[src/rtl/m_ext_pkg.sv]
// Shared types for the RV32M divide path: op codes, divider FSM states, default width.
package m_ext_pkg;

  localparam int unsigned M_XLEN = 32;

  typedef enum logic [3:0] {
    DIV  = 4'b1000,
    DIVU = 4'b1001,
    REM  = 4'b1010,
    REMU = 4'b1011
  } m_op_e;

  typedef enum logic [1:0] {
    IDLE,
    CALC,
    FIX,
    DONE
  } div_state_e;

endpackage

[src/rtl/m_div_unit_div_step.sv]
// One restoring-division iteration: shift the next dividend bit into the partial
// remainder, trial-subtract the divisor magnitude and produce one quotient bit.
module div_step #(
  parameter int unsigned XLEN = 32
) (
  input  logic [XLEN-1:0] i_rem,
  input  logic [XLEN-1:0] i_dvd,
  input  logic [XLEN-1:0] i_dvs,
  output logic [XLEN-1:0] o_rem,
  output logic [XLEN-1:0] o_dvd,
  output logic            o_qbit
);

  // One extra bit: the shifted remainder can exceed XLEN bits before the subtract.
  logic [XLEN:0]   w_shift;
  logic [XLEN-1:0] w_sub;

  // Shift, compare, conditionally subtract.
  always_comb begin
    w_shift = {i_rem, i_dvd[XLEN-1]};
    // Result is below the divisor whenever it is used, so XLEN bits suffice.
    w_sub   = w_shift[XLEN-1:0] - i_dvs;
    o_qbit  = (w_shift >= {1'b0, i_dvs});
    o_rem   = o_qbit ? w_sub : w_shift[XLEN-1:0];
    o_dvd   = {i_dvd[XLEN-2:0], 1'b0};
  end

endmodule

[src/rtl/m_div_unit.sv]
// Multi-cycle RV32M DIV/DIVU/REM/REMU unit (radix-2 restoring on magnitudes plus
// sign fix-up). Optional M_DIV_RESULT_REUSE_EN keeps the last normal result so an
// identical-operand follow-up op completes in one cycle.
module m_div_unit
  import m_ext_pkg::*;
#(
  parameter int unsigned XLEN  = M_XLEN,
  parameter int unsigned CNT_W = $clog2(XLEN)
) (
  input  logic            clk,
  input  logic            rst_n,
  input  logic            start,
  input  logic [3:0]      m_con,
  input  logic [XLEN-1:0] rs1_data,
  input  logic [XLEN-1:0] rs2_data,
  input  logic            kill,
  output logic            busy,
  output logic            done,
  output logic [XLEN-1:0] result
);

  div_state_e       r_state;
  logic [CNT_W-1:0] r_cnt;
  logic [XLEN-1:0]  r_rem, r_dvd, r_dvs, r_quo, r_result;
  logic             r_neg_q, r_neg_r, r_rem_sel;

  logic             w_accept, w_signed, w_neg1, w_neg2, w_div0, w_ovf, w_qbit;
  logic [XLEN-1:0]  w_abs1, w_abs2, w_spec_res, w_rem_nxt, w_dvd_nxt, w_q_fix, w_r_fix;

`ifdef M_DIV_RESULT_REUSE_EN
  logic [XLEN-1:0]  r_op_a, r_op_b, r_lst_a, r_lst_b, r_lst_q, r_lst_r;
  logic             r_op_sgn, r_lst_sgn, r_lst_vld;
  logic             w_hit;
`endif

  // Accept qualification, operand magnitudes, special cases and sign fix-up.
  always_comb begin
    w_accept   = start && (m_con[3:2] == 2'b10) && (r_state == IDLE) && !kill;
    w_signed   = ~m_con[0];
    w_neg1     = w_signed & rs1_data[XLEN-1];
    w_neg2     = w_signed & rs2_data[XLEN-1];
    w_abs1     = w_neg1 ? -rs1_data : rs1_data;
    w_abs2     = w_neg2 ? -rs2_data : rs2_data;
    w_div0     = (rs2_data == '0);
    w_ovf      = w_signed && (rs1_data == {1'b1, {(XLEN-1){1'b0}}}) && (rs2_data == '1);
    // Overflow quotient is the dividend itself (-2^(XLEN-1)).
    if (w_div0)     w_spec_res = m_con[1] ? rs1_data : '1;
    else            w_spec_res = m_con[1] ? '0 : rs1_data;
    w_q_fix    = r_neg_q ? -r_quo : r_quo;
    w_r_fix    = r_neg_r ? -r_rem : r_rem;
`ifdef M_DIV_RESULT_REUSE_EN
    w_hit      = r_lst_vld && (r_lst_a == rs1_data) && (r_lst_b == rs2_data) &&
                 (r_lst_sgn == w_signed);
`endif
  end

  div_step #(
    .XLEN (XLEN)
  ) u_step (
    .i_rem  (r_rem),
    .i_dvd  (r_dvd),
    .i_dvs  (r_dvs),
    .o_rem  (w_rem_nxt),
    .o_dvd  (w_dvd_nxt),
    .o_qbit (w_qbit)
  );

  // Divider FSM and datapath registers.
  always_ff @(posedge clk or negedge rst_n) begin
    if (!rst_n) begin
      r_state   <= IDLE;
      r_cnt     <= '0;
      r_rem     <= '0;
      r_dvd     <= '0;
      r_dvs     <= '0;
      r_quo     <= '0;
      r_result  <= '0;
      r_neg_q   <= 1'b0;
      r_neg_r   <= 1'b0;
      r_rem_sel <= 1'b0;
`ifdef M_DIV_RESULT_REUSE_EN
      r_op_a    <= '0;
      r_op_b    <= '0;
      r_op_sgn  <= 1'b0;
      r_lst_a   <= '0;
      r_lst_b   <= '0;
      r_lst_q   <= '0;
      r_lst_r   <= '0;
      r_lst_sgn <= 1'b0;
      r_lst_vld <= 1'b0;
`endif
    end else begin
      unique case (r_state)
        IDLE: begin
          if (w_accept) begin
            r_rem_sel <= m_con[1];
            r_neg_q   <= w_neg1 ^ w_neg2;
            r_neg_r   <= w_neg1;
            r_dvd     <= w_abs1;
            r_dvs     <= w_abs2;
            r_rem     <= '0;
            r_quo     <= '0;
            r_cnt     <= '0;
`ifdef M_DIV_RESULT_REUSE_EN
            r_op_a    <= rs1_data;
            r_op_b    <= rs2_data;
            r_op_sgn  <= w_signed;
`endif
            if (w_div0 || w_ovf) begin
              r_result <= w_spec_res;
              r_state  <= DONE;
            end
`ifdef M_DIV_RESULT_REUSE_EN
            else if (w_hit) begin
              r_result <= m_con[1] ? r_lst_r : r_lst_q;
              r_state  <= DONE;
            end
`endif
            else begin
              r_state <= CALC;
            end
          end
        end
        CALC: begin
          if (kill) begin
            r_state <= IDLE;
          end else begin
            r_rem <= w_rem_nxt;
            r_dvd <= w_dvd_nxt;
            r_quo <= {r_quo[XLEN-2:0], w_qbit};
            r_cnt <= r_cnt + CNT_W'(1);
            if (r_cnt == CNT_W'(XLEN - 1)) r_state <= FIX;
          end
        end
        FIX: begin
          if (kill) begin
            r_state <= IDLE;
          end else begin
            r_result <= r_rem_sel ? w_r_fix : w_q_fix;
            r_state  <= DONE;
`ifdef M_DIV_RESULT_REUSE_EN
            r_lst_a   <= r_op_a;
            r_lst_b   <= r_op_b;
            r_lst_sgn <= r_op_sgn;
            r_lst_q   <= w_q_fix;
            r_lst_r   <= w_r_fix;
            r_lst_vld <= 1'b1;
`endif
          end
        end
        DONE:    r_state <= IDLE;
        default: r_state <= IDLE;
      endcase
`ifdef M_DIV_RESULT_REUSE_EN
      // A flush may leave stale operands in flight; never reuse across one.
      if (kill) r_lst_vld <= 1'b0;
`endif
    end
  end

  // Outputs decoded from state; result is the committed register.
  always_comb begin
    busy   = (r_state == CALC) || (r_state == FIX);
    done   = (r_state == DONE);
    result = r_result;
  end

endmodule
[config.mk]
export PLATFORM = sky130hd
export DESIGN_NAME = m_div_unit
export DESIGN_NICKNAME = d
export VERILOG_FILES = /design/src/rtl/m_ext_pkg.sv /design/src/rtl/m_div_unit_div_step.sv /design/src/rtl/m_div_unit.sv
export SDC_FILE = /design/constraint.sdc
export NUM_CORES = 1
export LEC_CHECK = 0
export ABC_AREA = 1
export ABC_CLOCK_PERIOD_IN_PS = 3600
export BUFFER_PORTS_ARGS = -buffer_cell sky130_fd_sc_hd__buf_4
export CAP_MARGIN = 20
export CELL_PAD_IN_SITES_DETAIL_PLACEMENT = 1
export CELL_PAD_IN_SITES_GLOBAL_PLACEMENT = 1
export CORE_ASPECT_RATIO = 0.8
export CORE_MARGIN = 4
export CORE_UTILIZATION = 30
export DETAILED_ROUTE_END_ITERATION = 12
export PLACE_DENSITY = 0.58
export SETUP_SLACK_MARGIN = 0.1
export SYNTH_ARGS = -nofsm -noshare
export SYNTH_HDL_FRONTEND = slang
export SYNTH_SLANG_ARGS = --single-unit
[constraint.sdc]
create_clock -name clk -period 3.6 [get_ports clk]
set_clock_uncertainty 0.05 [all_clocks]
set_input_delay 0.18 -clock clk [delete_from_list [all_inputs] [get_ports clk]]
set_output_delay 0.18 -clock clk [all_outputs]
set_load 0.02 [all_outputs]
==> key figures, run 1 <==
Outcome
  – Status: finished clean

Power
  – P_sw: between 7 and 8 mW
  – Combinational power share: 0.615
  – Internal power: 6.03 mW
  – VDD IR max: roughly 0.44 mV
  – Leak pwr: roughly 8.8 nW
  – Sequential share of power: 0.230
  – Clk network pwr share: 0.155
  – PwrDens: a little under 800 mW/mm^2
  – Sw frac: 0.541

Logic synthesis
  – Yosys cell types: 51
  – Synth Area in Simple Gates: 0.412
  – Mux contribution to synthesized area: 0
  – Synth Area per Inst: between 6 and 7 sq um
  – FFs w/ async S/R, synth: 1.00
  – Synth warn: 0
  – Post-Syn Area: 0.0145 sq mm
  – Cell count after synthesis: about 2400
  – Ys flop type: dfrtp_1
  – Compound-gate portion of the synthesized area: 0.123
  – Post-Synth XOR/XNOR Area: 0.0295
  – Largest family of logic cells by synthesized area: simple AND/OR/NAND/NOR gates
  – Synth Register Bits: 170
  – Post-synthesis sequential area ratio: 0.293
  – Synth Area in Adders: 0.0392
  – Syn nets: 2485
  – Number of synthesized flops with an enable pin: 0

Detailed routing
  – Via count: 15900
  – WL final: 62.7 mm
  – Vias/cell: 5.15
  – First DRT Iteration DRCs: slightly above 1000
  – Antenna Nets Post-Route: 0
  – Drt drc: 0
  – Routed len/inst: ~20 microns
  – First-pass detailed-route iteration total: 5

Layout
  – Non-filler cells, final: approximately 3100
  – Fill cells: around 6300
  – # nets final: ~2600
  – Syn-to-layout area delta: 14.5%
  – Layout cells sized above 1: 0.0911

Floorplanning
  – CORE AREA: 0.0474 sq mm
  – Die area: 0.0521 sq mm
  – Row cnt: 71
  – Die H: 205 microns
  – Initial Utilization: 0.307
  – # IOs: roughly 110
  – Chip width: around 250 microns

Setup path
  – Maximum fanout along the worst path: 4
  – Worst setup path category: flip-flop to flip-flop
  – Worst Path Required: between 3 and 4 ns
  – Critical path's largest stage delay: roughly 0.66 ns
  – Crit. End Element: flip-flop
  – CP cell instances: inv_1, ha_1, nand3_1, o21ai_0, buf_4, a21oi_1, o21ai_0, nand2_1, nand2_1, nand2_1, nand2_1
  – Slowest CP cell: o21ai_0
  – Nature of the critical path startpoint: flip-flop
  – CP most frequent cell: nand2_1
  – CP arrival: 3.24 ns

Global route
  – Initial antenna violation count: 0
  – Largest net degree at the start of global routing: 80
  – Tot GR Track Use: 0.241
  – First-pass GRT wire length: 96.5 mm
  – Grt total ovfl: 0
  – Vias in the first global route: approximately 16000

STA
  – Fin. Hold Viols: 0
  – Slew margin rel.: 0.392
  – Final setup vio count: 0
  – Final Max Slew Viols: 0
  – Final period utilization: 0.800
  – Tmin final: 2.88 ns
  – Setup_tns: 0 ns
  – RSZ-0062 raised after global routing: false
  – Least-Margin Pin Slew: 0.912 ns
  – Max Freq: 347 MHz

Clock network
  – Num Clock Sinks: 170
  – CTS tree: done
  – Setup Fix Bufs, Post-CTS: 0
  – Root Driver: clkbuf_16
  – Clk Latency, worst-skew pair: 0.47 ns
  – Clock transition at path regs: ~0.08 ns
  – CTS HTree Levels: 4
  – CTS Buffer Depth: 2
  – Cts bufs inserted: 17

Min path
  – Worst min path class: input port to flip-flop

Place
  – Post-DP HPWL: about 50 mm
  – Number of port buffers: between 100 and 150
  – Gpl congestion: approximately 0.88
  – Placed Instances: 3036

Flow run
  – Max Cap Violations: 0
## power by group through the flow
stage | Combinational (mW) | Sequential [mW] | Clock (mW)
after floorplan | 4.96 | 3.07 | 0
after global placement | 7.79 | 3.03 | 0
after detailed placement | 7.92 | 3.05 | 0
after CTS | 7.96 | 3.02 | 2.08
after global routing | 8.94 | 3.11 | 2.15
final | 8.08 | 3.02 | 2.03
## cell usage after synthesis (9+ instances only)
cell type  number  share of area
a21oi_1        83          0.029
nand2_1       800           0.21
buf_1           9         0.0023
buf_6          10         0.0077
nor3_1         22         0.0076
xnor2_1        18          0.011
o211ai_1       12         0.0062
dfrtp_1       170           0.29
nand3b_1       12         0.0062
buf_2          22         0.0076
o21ai_0       161          0.055
ha_1           44          0.038
xor2_1         31          0.019
nand4_1        25          0.011
o22ai_1        33          0.014
nor2_1        208          0.054
clkbuf_1       42          0.011
nor2_2         18         0.0077
nand3_1       281          0.097
inv_1         272          0.070
o21ai_1        20         0.0069
## worst max-delay path, delay by kind of cell, from the launching register on
family / cells / cell delay, ns
AO/OA/AOI/OAI: 3 / 1.13
AND/OR/NAND/NOR: 5 / 0.63
flip-flops: 1 / 0.42
buffers and inverters: 2 / 0.39
adder cells (fa/ha/maj): 1 / 0.21
## cells in the final DEF (no fill, tap or decap), drive strengths merged, types with 9 or more instances in the layout
cell,count
buf,137
xnor2,18
xor2,31
dfrtp,170
nand4,27
inv,286
nor3,23
ha,44
o22ai,33
a21oi,83
nand2,803
nand3,287
nor2,231
o211ai,12
o21ai,181
nand3b,13
dlygate4sd3,9
clkbuf,19
## worst paths after layout
kind / start / end / slack, ns / cells after the start
setup / recovery: r_quo[0] / result[12] / 0.72 / 11
hold / removal: rs1_data[16] / r_dvd[16] / 0.01 / 3
hold reg to reg: r_dvd[2] / r_dvd[2] / 0.43 / 2
min in group asynchronous: rst_n / r_rem[19] / 0.24 / 2
setup reg to reg: r_quo[0] / result[12] / 0.72 / 11
max in group asynchronous: rst_n / result[25] / 2.32 / 3
## per-layer routing
metal  routed length (microns)  global-route usage  up-vias
li1                          -                   -     7774
met1                     33500               0.376     7745
met2                     25700               0.347      299
met3                      2790              0.0416       37
met4                       682              0.0403        0
met5                         0                   0        -
## cell families (layout without fill, tap and decap cells)
group | Yosys count | count (layout)
other cells | 0 | 1
fa+ha+maj | 45 | 45
simple gates | 1403 | 1403
flops | 170 | 170
compound gates | 330 | 330
buf+inv | 371 | 461
xor+xnor | 49 | 49
## through the flow
stage	power [mW]	hold WS, ns	util	worst slack (ns)	area (sq um)
final	13.1	0.0107	0.351	0.719	16700
after global placement	10.8	0.231	0.335	0.839	15900
after CTS	13.1	0.000124	0.350	0.766	16600
after global routing	14.2	0.0274	0.351	0.489	16600
after detailed placement	11.0	0.238	0.335	0.815	15900
after floorplan	8.03	-0.166	-	1.55	14500
## timing repair
item                      4_1_cts  5_1_grt
hold buffers                    9        0
hold endpoints to repair       76        0
resized for setup               0        0
## final cells by class
class | instances | area, sq um | area share
Sequential cell | 170 | 4250 | 0.255
Clock inverter | 14 | 179 | 0.0107
Inverter | 282 | 1060 | 0.0636
Antenna cell | 1 | 2.50 | 0.000150
Timing Repair Buffer | 147 | 1160 | 0.0700
Multi-Input combinational cell | 1827 | 8780 | 0.527
Tap cell | 620 | 776 | 0.0466
Clock buffer | 18 | 439 | 0.0264
## state kept, by name, summed over array words and instances (netlist names)
signal     count
r_state        2
r_dvs         32
result        32
r_cnt          5
r_quo         32
r_rem_sel      1
r_rem         32
r_neg_r        1
r_neg_q        1
r_dvd         32
(Power assumes the default switching activity.)
==> run 2: changes to the inputs <==
Settings changed: ABC_CLOCK_PERIOD_IN_PS 3600 to 2600, PLACE_DENSITY 0.58 to 0.6.
Clock period 3.6 ns to 2.6 ns, I/O delays scaled along.
==> run 2 against run 1 <==
Effect of this change:
- core utilization up 1.7 points
- register-to-register slack got worse by 0.52 ns
- clock power increased by 27%
- combinational power grew 44%
- total power grew 40%
- die area unchanged
- critical path type unchanged
- critical endpoint is now result[20]
- largest cell class unchanged
==> key figures, run 2 (synthesis gave the netlist of run 1 again) <==
Place
  – Placed cell areas: approximately 0.016 sq mm
  – Post-DP HPWL: ~48 mm
  – Gpl congestion: slightly above 0.9
  – Number of port buffers: around 110

STA
  – Least-Margin Pin Slew: 0.821 ns
  – Fin. Hold Viols: 0
  – Setup_tns: 0 ns
  – Final setup vio count: 0
  – Final period utilization: 0.924
  – RSZ-0062 raised after global routing: true
  – Tmin final: 2.40 ns
  – Slew margin rel.: 0.452
  – Max Freq: between 400 and 500 MHz
  – Final Max Slew Viols: 0

Power
  – VDD IR max: between 0.6 and 0.7 mV
  – PwrDens: 1050 mW/mm^2
  – Leak pwr: around 9 nW

Setup path
  – CP arrival: around 2.7 ns
  – Maximum fanout along the worst path: 3
  – R2R Path Start: r_rem[15]
  – Crit path from: r_rem[15]
  – Worst Path Required: 2.91 ns
  – Worst setup path category: flip-flop to flip-flop
  – Crit. End Element: flip-flop
  – Nature of the critical path startpoint: flip-flop

Floorplanning
  – # IOs: 106
  – Initial Utilization: 0.307
  – Die area: 0.0521 sq mm
  – Chip width: 254 microns
  – Row cnt: slightly above 70
  – CORE AREA: between 0.04 and 0.05 sq mm
  – Die H: between 200 and 250 microns

Global route
  – First-pass GRT wire length: about 96 mm
  – Tot GR Track Use: 0.237
  – Initial antenna violation count: 1
  – Grt total ovfl: 0
  – Vias in the first global route: 16600
  – Largest net degree at the start of global routing: 78

Layout
  – Syn-to-layout area delta: 20.1%
  – # diodes: 0
  – Non-Filler Cell Area, Final: roughly 0.017 sq mm
  – Commonest non-fill, non-tap cell in the layout: nand2_1
  – Most frequent cells in the layout: 792 x nand2_1, 279 x nand3_1, 266 x inv_1, 198 x nor2_1, 162 x dfrtp_1
  – Fill cells: between 6000 and 7000
  – # nets final: around 2600
  – Layout cells sized above 1: 0.126

Clock network
  – Clock transition at path regs: roughly 0.08 ns
  – Num Clock Sinks: 170
  – CTS HTree Levels: 4
  – Cts bufs inserted: 17
  – Clk Latency, worst-skew pair: approximately 0.47 ns
  – Root Driver: clkbuf_16
  – CTS Buffer Depth: 2
  – CTS tree: done

Flow run
  – Max Cap Violations: 0

Detailed routing
  – First DRT Iteration DRCs: around 1000
  – Vias/cell: 5.15
  – WL final: about 61 mm
  – Antenna Nets Post-Route: 0
  – Drt drc: 0
  – First-pass detailed-route iteration total: 5
  – Routed len/inst: slightly below 20 microns
  – Via count: 16100

Min path
  – Worst min path class: input port to flip-flop
  – Min-delay src: rs2_data[24]

Outcome
  – Status: finished clean
-- run 2: through the flow --
| stage | utilization | hold WS, ns | total power, mW | instances | worst slack (ns) |
|---|---|---|---|---|---|
| floorplan | - | -0.216 | 11.1 | 2368 | 0.547 |
| global placement | 0.342 | 0.202 | 15.0 | 3066 | 0.113 |
| detailed placement | 0.342 | 0.197 | 15.2 | 3066 | 0.0976 |
| CTS | 0.360 | 0.00428 | 17.9 | 3128 | 0.109 |
| global route | 0.368 | 0.0252 | 20.0 | 3128 | 0.0622 |
| finish | 0.368 | 0.0155 | 18.4 | 3128 | 0.197 |
-- run 2: what timing repair did --
action	in CTS	in global routing
endpoints found under the setup margin	1	62
pin swaps	0	3
gates resized for setup	1	80
setup buffers	0	0
hold buffers	30	0
hold endpoints to repair	103	0
-- run 2: metal layers --
| layer | vias to the layer above | track usage | routed length, microns | share of wire |
|---|---|---|---|---|
| li1 | 7878 | - | - | - |
| met1 | 7961 | 0.370 | 32400 | 0.53 |
| met2 | 254 | 0.355 | 26300 | 0.43 |
| met3 | 26 | 0.0277 | 2250 | 0.037 |
| met4 | 0 | 0.0327 | 466 | 0.0076 |
| met5 | - | 0 | 0 | 0 |
-- run 2: power breakdown --
part | switching (mW) | internal [mW] | leakage (nW)
Sequential | 0.631 | 3.57 | 2.20
Clock | 1.30 | 1.27 | 0.266
Combinational | 7.78 | 3.80 | 6.53
Total | 9.71 | 8.65 | 8.99
-- run 2: final timing paths --
kind / to / slack, ns / cells after the start
worst max-delay path: result[20] / 0.20 / 11
worst min-delay path: r_dvs[24] / 0.02 / 3
worst max register to register: result[20] / 0.20 / 11
worst min register to register: r_dvd[0] / 0.43 / 2
max in group asynchronous: r_dvd[4] / 1.35 / 3
min in group asynchronous: r_rem[21] / 0.23 / 2
-- run 2: cell type report --
cell class	instances	area (sq um)	share of cell area
sequential	170	4260	0.244
clock buffer	19	443	0.0254
timing repair buffer	197	1680	0.0960
tap	620	776	0.0444
multi-input combinational	1827	9130	0.523
inverter	282	1060	0.0609
clock inverter	13	108	0.00616
-- run 2: worst max-delay path: stages (launching register included) --
cell	delay, ns
dfrtp_1	0.44
nor2_1	0.37
nand2_1	0.09
nor2_1	0.31
buf_4	0.19
nand3b_1	0.09
nand2_1	0.14
nand2_1	0.07
nand3_1	0.08
nand3_1	0.23
nand3_1	0.17
nand2_1	0.06
==> run 3: changes to the inputs <==
Settings changed: HOLD_SLACK_MARGIN from default to 0.12.
==> run 3 against run 2 <==
Effect of this change:
- wire length rose by 1.5%
- global-route usage rose by 0.30 points
- cell count rose by 1.3%
- core utilization rose by 0.81 points
- flip-flop and latch count did not move
- die area did not move
- clock-buffer cell count did not move
- via count rose by 2.0%
- first-iteration DRC count rose by 3.8%
- combinational power barely moved
==> key figures, run 3 (synthesis gave the netlist of run 1 again) <==
Outcome
  – Status: finished clean

Layout
  – Layout cells sized above 1: 0.124
  – Multi-input logic area: a little over 0.009 sq mm
  – Register area: 0.00426 sq mm
  – Non-Filler Cell Area, Final: about 0.018 sq mm
  – Fill cells: ~6200
  – Commonest non-fill, non-tap cell in the layout: nand2_1
  – # nets final: about 2700
  – Most frequent cells in the layout: 792 x nand2_1, 279 x nand3_1, 266 x inv_1, 198 x nor2_1, 162 x dfrtp_1
  – Syn-to-layout area delta: 22.7%
  – Final core utilization: 0.376
  – Non-filler cells, final: ~3200

Detailed routing
  – First DRT Iteration DRCs: about 1100
  – Antenna Nets Post-Route: 0
  – Vias/cell: 5.19
  – WL final: just over 60 mm
  – Routed len/inst: 19.7 microns
  – Drt drc: 0
  – Via count: roughly 16000
  – First-pass detailed-route iteration total: 5

Min path
  – Worst min path class: input port to flip-flop

Clock network
  – CTS Buffer Depth: 2
  – CTS HTree Levels: 4
  – Clk Latency, worst-skew pair: around 0.47 ns
  – Setup Fix Bufs, Post-CTS: 0
  – Cts bufs inserted: 17
  – CTS tree: done
  – Clock transition at path regs: about 0.08 ns
  – Root Driver: clkbuf_16
  – Num Clock Sinks: 170

Flow run
  – Max Cap Violations: 0

Floorplanning
  – Row cnt: 71
  – Initial Utilization: 0.307
  – Chip width: around 250 microns
  – CORE AREA: between 0.04 and 0.05 sq mm
  – Die area: roughly 0.052 sq mm
  – # IOs: approximately 110
  – Die H: a little over 200 microns

Power
  – Combinational power share: 0.632
  – P_sw: 9.72 mW
  – Sequential share of power: 0.228
  – Internal power: around 8.7 mW
  – Design Power: between 15 and 20 mW
  – Leak pwr: 9.15 nW
  – Clk network pwr share: 0.140
  – PwrDens: between 1000 and 1500 mW/mm^2
  – VDD IR max: between 0.6 and 0.7 mV
  – Sw frac: 0.528

STA
  – Setup_tns: 0 ns
  – Final setup vio count: 0
  – Fin. Hold Viols: 0
  – Max Freq: slightly above 400 MHz
  – Slew margin rel.: 0.451
  – Final Max Slew Viols: 0
  – Final period utilization: 0.927
  – RSZ-0062 raised after global routing: true
  – Least-Margin Pin Slew: 0.823 ns
  – Tmin final: 2.41 ns

Setup path
  – Maximum fanout along the worst path: 3
  – Worst setup path category: flip-flop to flip-flop
  – Nature of the critical path startpoint: flip-flop
  – Worst Path Required: just under 3 ns
  – Crit. End Element: flip-flop
  – CP arrival: about 2.7 ns

Place
  – Placed Instances: approximately 3000
  – Gpl congestion: between 0.9 and 1
  – Number of port buffers: between 100 and 150
  – Placed cell areas: ~0.016 sq mm
  – Post-DP HPWL: ~48 mm

Global route
  – Vias in the first global route: 16800
  – First-pass GRT wire length: between 90 and 100 mm
  – Initial antenna violation count: 4
  – Tot GR Track Use: 0.240
  – Largest net degree at the start of global routing: 78
  – Grt total ovfl: 0
[run 3: routing by layer]
layer  vias up  track usage  wire length (microns)  share of wire
met3        39       0.0281                   2460          0.039
met1      8144        0.371                  32300           0.52
li1       7958            -                      -              -
met4         2       0.0366                    620          0.010
met5         -            0                     16        0.00026
met2       298        0.363                  26800           0.43
[run 3: worst paths after layout]
check	startpoint	end	slack, ns	cells past startpoint
min in group asynchronous	rst_n	r_dvs[16]	0.20	2
min	start	r_cnt[3]	0.15	4
min reg2reg	r_dvd[0]	r_dvd[0]	0.43	2
max	r_rem[15]	result[20]	0.19	11
max in group asynchronous	rst_n	r_dvd[4]	1.38	3
max reg2reg	r_rem[15]	result[20]	0.19	11
[run 3: power by group through the flow]
stage / registers [mW] / clock network [mW] / logic [mW]
floorplan: 4.25 / 0 / 6.87
global placement: 4.18 / 0 / 10.8
detailed placement: 4.22 / 0 / 10.9
CTS: 4.18 / 2.63 / 11.1
global route: 4.32 / 2.73 / 13.0
finish: 4.21 / 2.57 / 11.6
[run 3: critical path, stage by stage, from the launching register on]
cell      delay, ns
dfrtp_1        0.44
nor2_1         0.36
nand2_1        0.09
nor2_1         0.32
buf_4          0.19
nand3b_1       0.09
nand2_1        0.14
nand2_1        0.07
nand3_1        0.08
nand3_1        0.23
nand3_1        0.17
nand2_1        0.06
[run 3: cell type report]
cell class                 instances  share of cell area
sequential                       170               0.239
clock buffer                      19              0.0248
multi-input combinational       1827               0.512
antenna                            2            0.000280
clock inverter                    13             0.00603
inverter                         282              0.0596
tap                              620              0.0435
timing repair buffer             235               0.115
[run 3: stage by stage]
step,worst slack (ns),hold WS [ns]
after global placement,0.113,0.202
after floorplan,0.547,-0.216
after global routing,0.0622,0.131
after CTS,0.109,0.134
final,0.191,0.147
after detailed placement,0.0976,0.197
[run 3: timing repair]
action	in CTS	in global routing
resized for setup	1	80
hold buffers	67	1
gates cloned	0	0
hold endpoints to repair	148	1
setup endpoints to repair	1	62
pin swaps	0	3
